<file path="src/rtl/mem_arb_pkg.sv">
// Shared types and constants for the instruction/data memory port arbiter.
// The FSM encoding and grant-owner values are common to the top level and the round-robin grant.
package mem_arb_pkg;

    typedef enum logic [1:0] {
        IDLE   = 2'd0,
        ACCESS = 2'd1,
        RESP   = 2'd2
    } state_e;

    localparam logic OWN_I = 1'b0;
    localparam logic OWN_D = 1'b1;

    localparam int DEFAULT_DEPTH = 1024;

endpackage

</file>
<file path="src/rtl/rr_arb2.sv">
// Two-input round-robin grant: a lone requester always wins; on a tie the
// requester that was not granted last wins. last_q advances only when update is high.
module rr_arb2
    import mem_arb_pkg::*;
(
    input  logic CLK,
    input  logic Reset,
    input  logic req_i,
    input  logic req_d,
    input  logic update,
    output logic gnt_valid,
    output logic gnt_owner,
    output logic last_owner
);

    logic last_q;
    logic last_d;

    always_comb begin
        gnt_valid = req_i | req_d;
        gnt_owner = OWN_I;
        if (req_i && req_d) begin
            gnt_owner = ~last_q;
        end else if (req_d) begin
            gnt_owner = OWN_D;
        end

        last_d = last_q;
        if (update && gnt_valid) begin
            last_d = gnt_owner;
        end
    end

    // Reset value D makes the first tie go to the fetch unit.
    always_ff @(posedge CLK) begin
        if (Reset) begin
            last_q <= OWN_D;
        end else begin
            last_q <= last_d;
        end
    end

    assign last_owner = last_q;

endmodule

</file>
<file path="src/rtl/mem_port_arbiter.sv">
// Shares one single-port memory between instruction fetch and load/store.
// Each access is IDLE (grant) -> ACCESS (memory cycle) -> RESP (done pulse).
module mem_port_arbiter
    import mem_arb_pkg::*;
#(
    parameter int DEPTH = DEFAULT_DEPTH,
    parameter int AW    = 32
) (
    input  logic          CLK,
    input  logic          Reset,
    input  logic          i_req,
    input  logic [AW-1:0] i_addr,
    output logic          i_done,
    output logic [31:0]   i_rdata,
    output logic          i_err,
    input  logic          d_req,
    input  logic          d_we,
    input  logic [AW-1:0] d_addr,
    input  logic [31:0]   d_wdata,
    output logic          d_done,
    output logic [31:0]   d_rdata,
    output logic          d_err,
    output logic [AW-1:0] mem_addr,
    output logic          mem_we,
    output logic [31:0]   mem_wdata,
    input  logic [31:0]   mem_q,
    output logic          busy
);

    // One extra bit lets DEPTH equal 2**AW without overflowing the bound.
    localparam logic [AW:0] DEPTH_EXT = (AW+1)'(DEPTH);

    state_e        state_q, state_d;
    logic          owner_q, owner_d;
    logic          err_q, err_d;
    logic          store_q, store_d;
    logic [AW-1:0] mem_addr_q, mem_addr_d;
    logic          mem_we_q, mem_we_d;
    logic [31:0]   mem_wdata_q, mem_wdata_d;
    logic [31:0]   i_rdata_q, i_rdata_d;
    logic [31:0]   d_rdata_q, d_rdata_d;

    logic          gnt_valid;
    logic          gnt_owner;
    logic          last_owner;
    logic          arb_update;
    logic [AW-1:0] sel_addr;
    logic          sel_oor;
    logic          sel_store;
    logic [31:0]   capture;

    rr_arb2 u_rr_arb2 (
        .CLK        (CLK),
        .Reset      (Reset),
        .req_i      (i_req),
        .req_d      (d_req),
        .update     (arb_update),
        .gnt_valid  (gnt_valid),
        .gnt_owner  (gnt_owner),
        .last_owner (last_owner)
    );

    always_comb begin
        sel_addr  = (gnt_owner == OWN_D) ? d_addr : i_addr;
        sel_oor   = ({1'b0, sel_addr} >= DEPTH_EXT);
        sel_store = (gnt_owner == OWN_D) && d_we;
        capture   = err_q ? 32'd0 : mem_q;
    end

    always_comb begin
        state_d     = state_q;
        owner_d     = owner_q;
        err_d       = err_q;
        store_d     = store_q;
        mem_addr_d  = mem_addr_q;
        mem_we_d    = 1'b0;
        mem_wdata_d = mem_wdata_q;
        i_rdata_d   = i_rdata_q;
        d_rdata_d   = d_rdata_q;
        arb_update  = 1'b0;

        case (state_q)
            IDLE: begin
                if (gnt_valid) begin
                    arb_update  = 1'b1;
                    owner_d     = gnt_owner;
                    err_d       = sel_oor;
                    store_d     = sel_store;
                    mem_addr_d  = sel_addr;
                    mem_wdata_d = (gnt_owner == OWN_D) ? d_wdata : 32'd0;
                    mem_we_d    = sel_store && !sel_oor;
                    state_d     = ACCESS;
                end
            end
            ACCESS: begin
                // Stores return nothing, so neither rdata register moves.
                if (!store_q) begin
                    if (owner_q == OWN_I) begin
                        i_rdata_d = capture;
                    end else begin
                        d_rdata_d = capture;
                    end
                end
                state_d = RESP;
            end
            RESP: begin
                state_d = IDLE;
            end
            default: begin
                state_d = IDLE;
            end
        endcase
    end

    always_ff @(posedge CLK) begin
        if (Reset) begin
            state_q     <= IDLE;
            owner_q     <= OWN_I;
            err_q       <= 1'b0;
            store_q     <= 1'b0;
            mem_addr_q  <= '0;
            mem_we_q    <= 1'b0;
            mem_wdata_q <= 32'd0;
            i_rdata_q   <= 32'd0;
            d_rdata_q   <= 32'd0;
        end else begin
            state_q     <= state_d;
            owner_q     <= owner_d;
            err_q       <= err_d;
            store_q     <= store_d;
            mem_addr_q  <= mem_addr_d;
            mem_we_q    <= mem_we_d;
            mem_wdata_q <= mem_wdata_d;
            i_rdata_q   <= i_rdata_d;
            d_rdata_q   <= d_rdata_d;
        end
    end

    // A reset arriving during ACCESS must stop the store before the memory's falling-edge write.
    assign mem_we    = mem_we_q & ~Reset;
    assign mem_addr  = mem_addr_q;
    assign mem_wdata = mem_wdata_q;
    assign i_rdata   = i_rdata_q;
    assign d_rdata   = d_rdata_q;
    assign i_done    = (state_q == RESP) && (owner_q == OWN_I);
    assign d_done    = (state_q == RESP) && (owner_q == OWN_D);
    assign i_err     = i_done & err_q;
    assign d_err     = d_done & err_q;
    assign busy      = (state_q != IDLE);

endmodule

</file>
<file path="config.mk">
export PLATFORM = sky130hd
export DESIGN_NAME = mem_port_arbiter
export DESIGN_NICKNAME = d
export VERILOG_FILES = /design/src/rtl/mem_arb_pkg.sv /design/src/rtl/rr_arb2.sv /design/src/rtl/mem_port_arbiter.sv
export SDC_FILE = /design/constraint.sdc
export NUM_CORES = 1
export LEC_CHECK = 0
export CAP_MARGIN = 40
export CORE_MARGIN = 2
export CORE_UTILIZATION = 43
export DETAILED_ROUTE_END_ITERATION = 8
export PLACE_DENSITY = 0.85
export SYNTH_ARGS = -nofsm -noshare
export SYNTH_HDL_FRONTEND = slang
export SYNTH_SLANG_ARGS = --single-unit
</file>
<file path="constraint.sdc">
create_clock -name CLK -period 2.27 [get_ports CLK]
set_clock_uncertainty 0.1 [all_clocks]
set_input_delay 0.454 -clock CLK [delete_from_list [all_inputs] [get_ports CLK]]
set_output_delay 0.454 -clock CLK [all_outputs]
set_load 0.01 [all_outputs]
</file>
# Yosys cells after proc, flatten, opt, wreduce, memory -nomap -nowiden

Cells that the tools add are included.
Widths: inputs -> output; s select.

Output and inout port bits: 134
Flip-flop bits (word level): 135
Input bits: 133
Logic and storage cells: 46

Reduce and logical (&&, ||, !) cells: 13
Bitwise gates (word level): 10
Equality and inequality tests: 3
Mux-type cells: 9
Order comparisons: 1

Operator list:

| operator             | count |
|---|---|
| $mux 32              | 3 |
| $ge 32x11->1 const B | 1 |
| $logic_and 1x1->1    | 6 |
| $not 1->1            | 6 |
| $reduce_and 3->1     | 2 |
| $mux 1               | 4 |
| $pmux 2 s2           | 1 |
| $and 1x1->1          | 3 |
| $reduce_or 3->1      | 1 |
| $eq 2x1->1 const B   | 1 |
| $eq 2x2->1 const B   | 1 |
| $logic_not 2->1      | 1 |
| $mux 2               | 1 |
| $ne 2x2->1 const B   | 1 |
| $reduce_and 2->1     | 1 |
| $reduce_bool 2->1    | 1 |
| $logic_not 1->1      | 1 |
| $or 1x1->1           | 1 |

# Longest topological paths before layout

Word-level depth: 6
Gate-level depth with buffers: 6
Depth with buffers taken out: 4

# Hierarchy

A second synthesis with hierarchy kept.

Cells, all modules: 651
Area, all modules: 5,385.2 µm²

By module, submodules not included:

| module           | area an instance (µm²) | instances | cells each | seq. area each (µm²) |
|---|---|---|---|---|
| mem_port_arbiter | 5,328.9                | 1         | 645        | 2,682.6 |
| rr_arb2          | 56.3                   | 1         | 6          | 20.0 |

# Least setup slack after synthesis

No wires, ideal clock.

Path type: input -> output
From: in Reset
To: out mem_we
Setup slack: 0.669 ns
Stages on the path: 3
Required time: 1.716 ns
Path buffers: 2
Arrival: 1.047 ns
Cell sequence: clkbuf_1 > clkbuf_1 > nor2b_1

Word-level cells in the longest chain between the ends: 2

Ends and longest elaborated chain:

| element            | line                    | text |
|---|---|---|
| start: declaration | mem_port_arbiter.sv:10  | `input logic Reset,` |
| $not 1->1          | mem_port_arbiter.sv:140 | `assign mem_we = mem_we_q & ~Reset;` |
| $and 1x1->1        | mem_port_arbiter.sv:140 |  |
| end: declaration   | mem_port_arbiter.sv:24  | `output logic mem_we,` |

Every way passes these cells.

# Final worst setup path

From: reg state_q[0]
To: out busy

Word-level cells in the longest chain between the ends: 1

Ends and longest elaborated chain:

| element                  | line                    | text |
|---|---|---|
| start: declaration       | mem_port_arbiter.sv:33  | `state_e state_q, state_d;` |
| start signal: assignment | mem_port_arbiter.sv:127 | `state_q <= state_d;` |
| $reduce_bool 2->1        | mem_port_arbiter.sv:149 | `assign busy = (state_q != IDLE);` |
| end: declaration         | mem_port_arbiter.sv:27  | `output logic busy` |

Every way passes these cells.

==> results.md <==
- Outcome: finished clean
- CTS tree: built
- Setup crit end kind: output port
- Site Rows: 40
- DP Wirelength: 12500 um
- Drt wl/cell: 17.3 um
- Slowest stage delay, CP: 600 ps
- Starting Density: 44.0%
- Worst hold-check path type: reg -> reg
- Setup tns final: 0 ps
- RR Endpoint: d_rdata[19]$_SDFFE_PP0P_
- Final setup vio count: 0
- DR iter-0 viols: 360
- Largest net degree at the start of global routing: 105
- IO Port Bufs: 266
- Syn Nets: 715
- Total CTS buffers: 17
- CTS root buffer: clkbuf_16
- Fin. max-slew vios: 0
- Global Route Usage Sum: 25.3%
- Most Used Layer, Global Route: met2
- WHS Endpoint: i_rdata[26]$_SDFFE_PP0P_
- Top cell type's share of synthesized area: 51.1%
- Met3 Use GR: 7.80%
- Buf/Inv on CP: 2
- Via count: 5147
- Crit-path cells: nor2_4, inv_1, clkdlybuf4s50_1
- CP max FO: 6
- Die width: 115 um
- Routed WL: 17100 um
- GRT met1 Usage: 28.4%
- Ys Warns: 0
- Synth cell types: 36
- Core Footprint: 0.0120 mm^2
- Yosys top cell by area: dfxtp_1
- Reg2Reg Depth: 5
- Tightest Pin Transition: 492 ps
- Worst slew margin: 66.9%
- Seq/Total Area, Yosys: 51.1%
- PwrDens: 773 mW/mm^2
- Max stage delay cell, worst path: clkdlybuf4s50_1
- Initial antenna violation count: 0
- FFs w/ async S/R, synth: 0%
- Detailed Routing Iterations Pass 1: 4
- Unrepaired setup endpoints after global routing: false
- Min-delay src: i_rdata[26]$_SDFFE_PP0P_
- Post-synth EDFFs: 0
- Post-Syn Area: 0.00529 mm^2
- First-pass GRT wire length: 26000 um
- GRT overflow: 0
- Vias in the first global route: 5280
- Synth Flop Type: dfxtp_1
- Tmin final: 2160 ps
- Clock transition at path regs: 50 ps
- Final antenna-violating net count: 0
- Critical path arrival: 1610 ps
- Startpoint types: register
- Req. time, crit path: 1720 ps
- Clk_lat worst skew: 400 ps
- R2r setup slk: 540 ps
- Most frequent cells in the layout: 262 x clkdlybuf4s50_1, 134 x dfxtp_1, 131 x nand2_1, 66 x a21oi_1, 36 x nor2_1
- R2R Path Start: state_q[0]$_SDFFE_PP0P_
- ANT cells: 0
- Final GP Congestion: 0.953
- Synth top area cells: dfxtp_1 51%, nand2_1 9.3%, a21oi_1 6.3%
- Final hold vios: 0
- Top Family by Delay on Critical Path: buffers and inverters
- # H-tree levels: 4
- CTS Sinks: 135
- Syn Inst Count: 582
- Layout Nets: 967
- Top-Level Pins: 267
- Area Overhead vs Synth: 65.0%
- Die area: 0.0132 mm^2
- Layout cells sized above 1: 7.33%
- Die boundary height: 115 um
- Most common cell after layout, fill and taps aside: clkdlybuf4s50_1
- Final period utilization: 95.3%
- Drt drc: 0
- Hold Buf Count CTS: 0
- Max-Cap Viols: 0
- Leak pwr: 3.20 nW
- Yosys reg bits: 135
- Maximum vdd drop: 0.358 mV
- Vias per std cell: 5.18
- Hold depth: 2
- Clock Tree Buf Depth: 2
- Peak Freq: 462 MHz
- Syn Area/Cell: 9.08 um^2
- Design Power: 6.74 mW
- Met2 Resource Use GR: 45.0%
- Critical path type: reg -> out
-- cells in the mapped netlist (all sizes together) (2+ instances only) --
cell and instances:
dfxtp 135, nand2 131, a21oi 66, nor2 38, a211oi 33, nor2b 33
a22o 32, mux2i 32, buf 24, clkbuf 22, nor4 10, nor3 3
nor3b 3, and2 2, nand2b 2, nand3 2, nand4 2
-- flip-flops by register name, summed over array words and instances, names as in the netlist --
register / flops
mem_wdata: 32
u_rr_arb2.last_owner: 1
d_rdata: 32
i_rdata: 32
state_q: 2
owner_q: 1
mem_we_q: 1
mem_addr: 32
store_q: 1
err_q: 1
-- report_power, final --
group          switching, mW  total (mW)  internal [mW]
registers             0.0932        2.61           2.51
clock network          0.977        2.99           2.01
logic                  0.515        1.14          0.622
-- through the flow --
| step | hold WS, ps | area [um^2] | util [%] | setup WS [ps] | cells |
|---|---|---|---|---|---|
| 3_5_place_dp | 347 | 8060 | 67.1 | 52.6 | 962 |
| 2_1_floorplan | 381 | 5290 | - | 669 | 582 |
| 4_1_cts | 354 | 8710 | 72.5 | 5.74 | 993 |
| 3_3_place_gp | 342 | 8060 | 67.1 | 175 | 962 |
| 5_1_grt | 370 | 8720 | 72.6 | 13.6 | 993 |
| 6_report | 353 | 8720 | 72.6 | 107 | 993 |
-- timing repair --
action,4_1_cts,5_1_grt
endpoints found under the setup margin,3,2
gates resized for setup,3,2
setup buffers,0,0
endpoints found under the hold margin,0,0
-- routing by layer --
layer | routed length [um] | vias up | share of wire [%]
li1 | - | 2501 | -
met1 | 6550 | 2387 | 38
met2 | 8860 | 232 | 52
met3 | 1360 | 27 | 7.9
met4 | 371 | 0 | 2.2
met5 | 0 | - | 0
-- worst reg2reg max path, delay by kind of cell, from the launching register on --
| kind | cells | cell delay (ps) |
|---|---|---|
| AO/OA/AOI/OAI | 1 | 70 |
| buffers and inverters | 1 | 250 |
| flip-flops | 1 | 410 |
| AND/OR/NAND/NOR | 3 | 750 |
-- kinds of logic (layout without fill, tap and decap cells) --
| family | count (synthesis) | count (layout) | share of synthesized area, % |
|---|---|---|---|
| multiplexers | 32 | 32 | 6.06 |
| AO/OA/AOI/OAI | 137 | 137 | 18.0 |
| AND/OR/NAND/NOR | 231 | 231 | 19.9 |
| buffers and inverters | 47 | 311 | 4.85 |
| flip-flops | 135 | 135 | 51.1 |
-- worst max-delay path by stage --
stage / cells after the start / startpoint / slack, ps / endpoint
4_1_cts: 3 / owner_q$_SDFFE_PP0P_ / 6 / d_err
6_report: 3 / state_q[0]$_SDFFE_PP0P_ / 110 / busy
2_1_floorplan: 3 / Reset / 670 / mem_we
3_3_place_gp: 5 / d_req / 180 / mem_addr[28]$_SDFFE_PP0P_
5_1_grt: 3 / state_q[0]$_SDFFE_PP0P_ / 10 / busy
3_5_place_dp: 5 / d_req / 50 / mem_addr[0]$_SDFFE_PP0P_
-- area by class of cell --
cell class,instances,area [um^2]
clock buffer,25,515
clock inverter,6,136
fill,857,3290
inverter,1,3.75
multi-input combinational,400,2350
sequential,135,2700
tap,147,184
timing repair buffer,279,2820
Power figures use the tool's default switching activity.
==> patch, RTL diff (same flow settings) <==
`mem_addr_q`, `mem_wdata_q`, `i_rdata_q` and `d_rdata_q` no longer have a reset.
--- a/src/rtl/mem_port_arbiter.sv
+++ b/src/rtl/mem_port_arbiter.sv
@@ -118,22 +118,21 @@
             owner_q     <= OWN_I;
             err_q       <= 1'b0;
             store_q     <= 1'b0;
-            mem_addr_q  <= '0;
             mem_we_q    <= 1'b0;
-            mem_wdata_q <= 32'd0;
-            i_rdata_q   <= 32'd0;
-            d_rdata_q   <= 32'd0;
         end else begin
             state_q     <= state_d;
             owner_q     <= owner_d;
             err_q       <= err_d;
             store_q     <= store_d;
-            mem_addr_q  <= mem_addr_d;
             mem_we_q    <= mem_we_d;
-            mem_wdata_q <= mem_wdata_d;
-            i_rdata_q   <= i_rdata_d;
-            d_rdata_q   <= d_rdata_d;
         end
+    end
+
+    always_ff @(posedge CLK) begin
+        mem_addr_q  <= mem_addr_d;
+        mem_wdata_q <= mem_wdata_d;
+        i_rdata_q   <= i_rdata_d;
+        d_rdata_q   <= d_rdata_d;
     end
 
     // A reset arriving during ACCESS must stop the store before the memory's falling-edge write.
Check against the original RTL: not equivalent (Yosys sat finds a counterexample within 4 cycles, from zero or initial values and one cycle with Reset high).
==> patch against the original RTL <==
Total power fell by 4.1%; die area fell by 2.8%; synthesized area shrank 2.9%; combinational power down 9.6%; utilization up 1.9 points; sequential power increased by 17%; routed wire length fell by 20%; the flow now finishes with violations (DRC); largest power group is now sequential cells; worst setup slack worse by 0.013 ns; final area down 1.7%; non-clock buffer count is the same; sequential cell count is the same.
==> patch: results (changes against the original RTL) <==
ratio of cells with drive above 1 in the final layout: 0.1365 (was 0.07329)
EDFF count, synth: 128 (was 0)
residual DRC count: 20 (was 0)
1st-iter DRT viols: 238 (was 360)
dpl hpwl: 10.40 mm (was 12.52 mm)
port buffer count: 266 (unchanged)
final WL: 13.68 mm (was 17.15 mm)
f_max: 0.4595 GHz (was 0.4623 GHz)
ant diodes: 0 (unchanged)
Leak: 3.036 nW (was 3.201 nW)
first-pass GRT wire length: 20.79 mm (was 25.98 mm)
Synth area leaders: edfxtp_1 (75%), mux2_2 (7.0%), and2_1 (4.1%) (was dfxtp_1 (51%), nand2_1 (9.3%), a21oi_1 (6.3%))
Place WS: 0.08168 ns (was 0.05256 ns)
Pint: 5.066 mW (was 5.150 mW)
Ys Warns: 0 (unchanged)
status: finished with violations (was finished, final reports clean)
headroom to the max-slew limit: 0.7093 (was 0.6689)
Yosys cell types: 31 (was 36)
vias per inst: 4.900 (was 5.183)
setup slack, reg-to-reg: 0.65 ns (was 0.54 ns)
vias in the first global route: 3905 (was 5280)
crit path max fanout: 7 (was 6)
failing checks: DRC
drt first pass iters: 7 (was 4)
NumNets Final: 709 (was 967)
Syn Nets: 421 (was 715)
hold crit path type: register to register (unchanged)
fillcell total: 694 (was 857)
largest net degree at the start of global routing: 50 (was 105)
post-synthesis sequential area ratio: 0.7764 (was 0.5114)
Peak VDD IR: 0.4918 mV (was 0.3576 mV)
GRT Total Usage: 0.2179 (was 0.2529)
commonest cells in the netlist: edfxtp_1 (128), and2_1 (34), nor2b_1 (33) (was dfxtp_1 (135), nand2_1 (131), a21oi_1 (66))
GPL Wtd Cong: 0.7877 (was 0.9532)
[patch: cell types whose count changed after synthesis, sizes merged, moves of 2 or more]
cell,before,now
edfxtp,0,128
clkbuf,22,4
and2,2,34
mux2i,32,0
inv,1,3
a22o,32,0
dfxtp,135,7
nand2,131,3
a211oi,33,0
buf,24,6
mux2,0,32
nor2,38,5
a21oi,66,2
[patch: path summary, 6_finish.rpt]
kind | start | end | depth (start not counted)
worst max-delay path | state_q[1]$_SDFFE_PP0P_ | busy | 4
worst max register to register | state_q[1]$_SDFFE_PP0P_ | d_rdata[20]$_DFFE_PP_ | 3
worst min register to register | store_q$_SDFFE_PP0P_ | store_q$_SDFFE_PP0P_ | 2
worst min-delay path | store_q$_SDFFE_PP0P_ | store_q$_SDFFE_PP0P_ | 2
[patch: through the flow]
step	cell area, µm²	utilization	instances	hold WS, ns
global route	8572	0.7444	729	0.4748
finish	8572	0.7444	729	0.4469
floorplan	5161	-	288	0.4084
global placement	8055	0.6995	700	0.4316
CTS	8572	0.7444	729	0.4492
detailed placement	8055	0.6995	700	0.4350
[patch: layout make-up]
type                    instances  area [µm²]  share of cell area
multi-input cells             140        1096              0.1279
repair buffers                279        2795              0.3261
clock buffers                  22       444.2             0.05182
well taps                     143       178.9             0.02087
flip-flops and latches        135        3989              0.4653
inverters                       3       11.26            0.001314
clock inverters                 7       57.56            0.006714
[patch: routing by layer]
layer / track usage / part of all wire
met5: 0 / 0
met4: 0.08862 / 0.021
met3: 0.08141 / 0.10
met2: 0.3888 / 0.53
met1: 0.2327 / 0.35
[patch: kinds of logic after synthesis]
logic type             share of synthesized area
AO/OA/AOI/OAI                            0.01244
buffers and inverters                    0.01829
AND/OR/NAND/NOR                           0.1227
multiplexers                             0.07023
flip-flops                                0.7764
[patch: what timing repair did]
action	4_1_cts	5_1_grt
pin swaps	0	1
gates resized for setup	8	0
setup endpoints to repair	3	1
[patch: power groups by stage]
stage / Combinational (mW) / Sequential [mW] / Clock (mW)
floorplan: 0.250 / 3.19 / 0
global placement: 1.01 / 3.08 / 0
detailed placement: 1.04 / 3.10 / 0
CTS: 1.05 / 3.05 / 2.43
global route: 1.10 / 3.07 / 2.52
finish: 1.03 / 3.05 / 2.38
[patch: critical path, stage by stage, from the launching register on]
cell and delay (ns):
dfxtp_1 0.32, buf_4 0.17, nor2_4 0.17, inv_1 0.06, clkdlybuf4s50_1 0.50
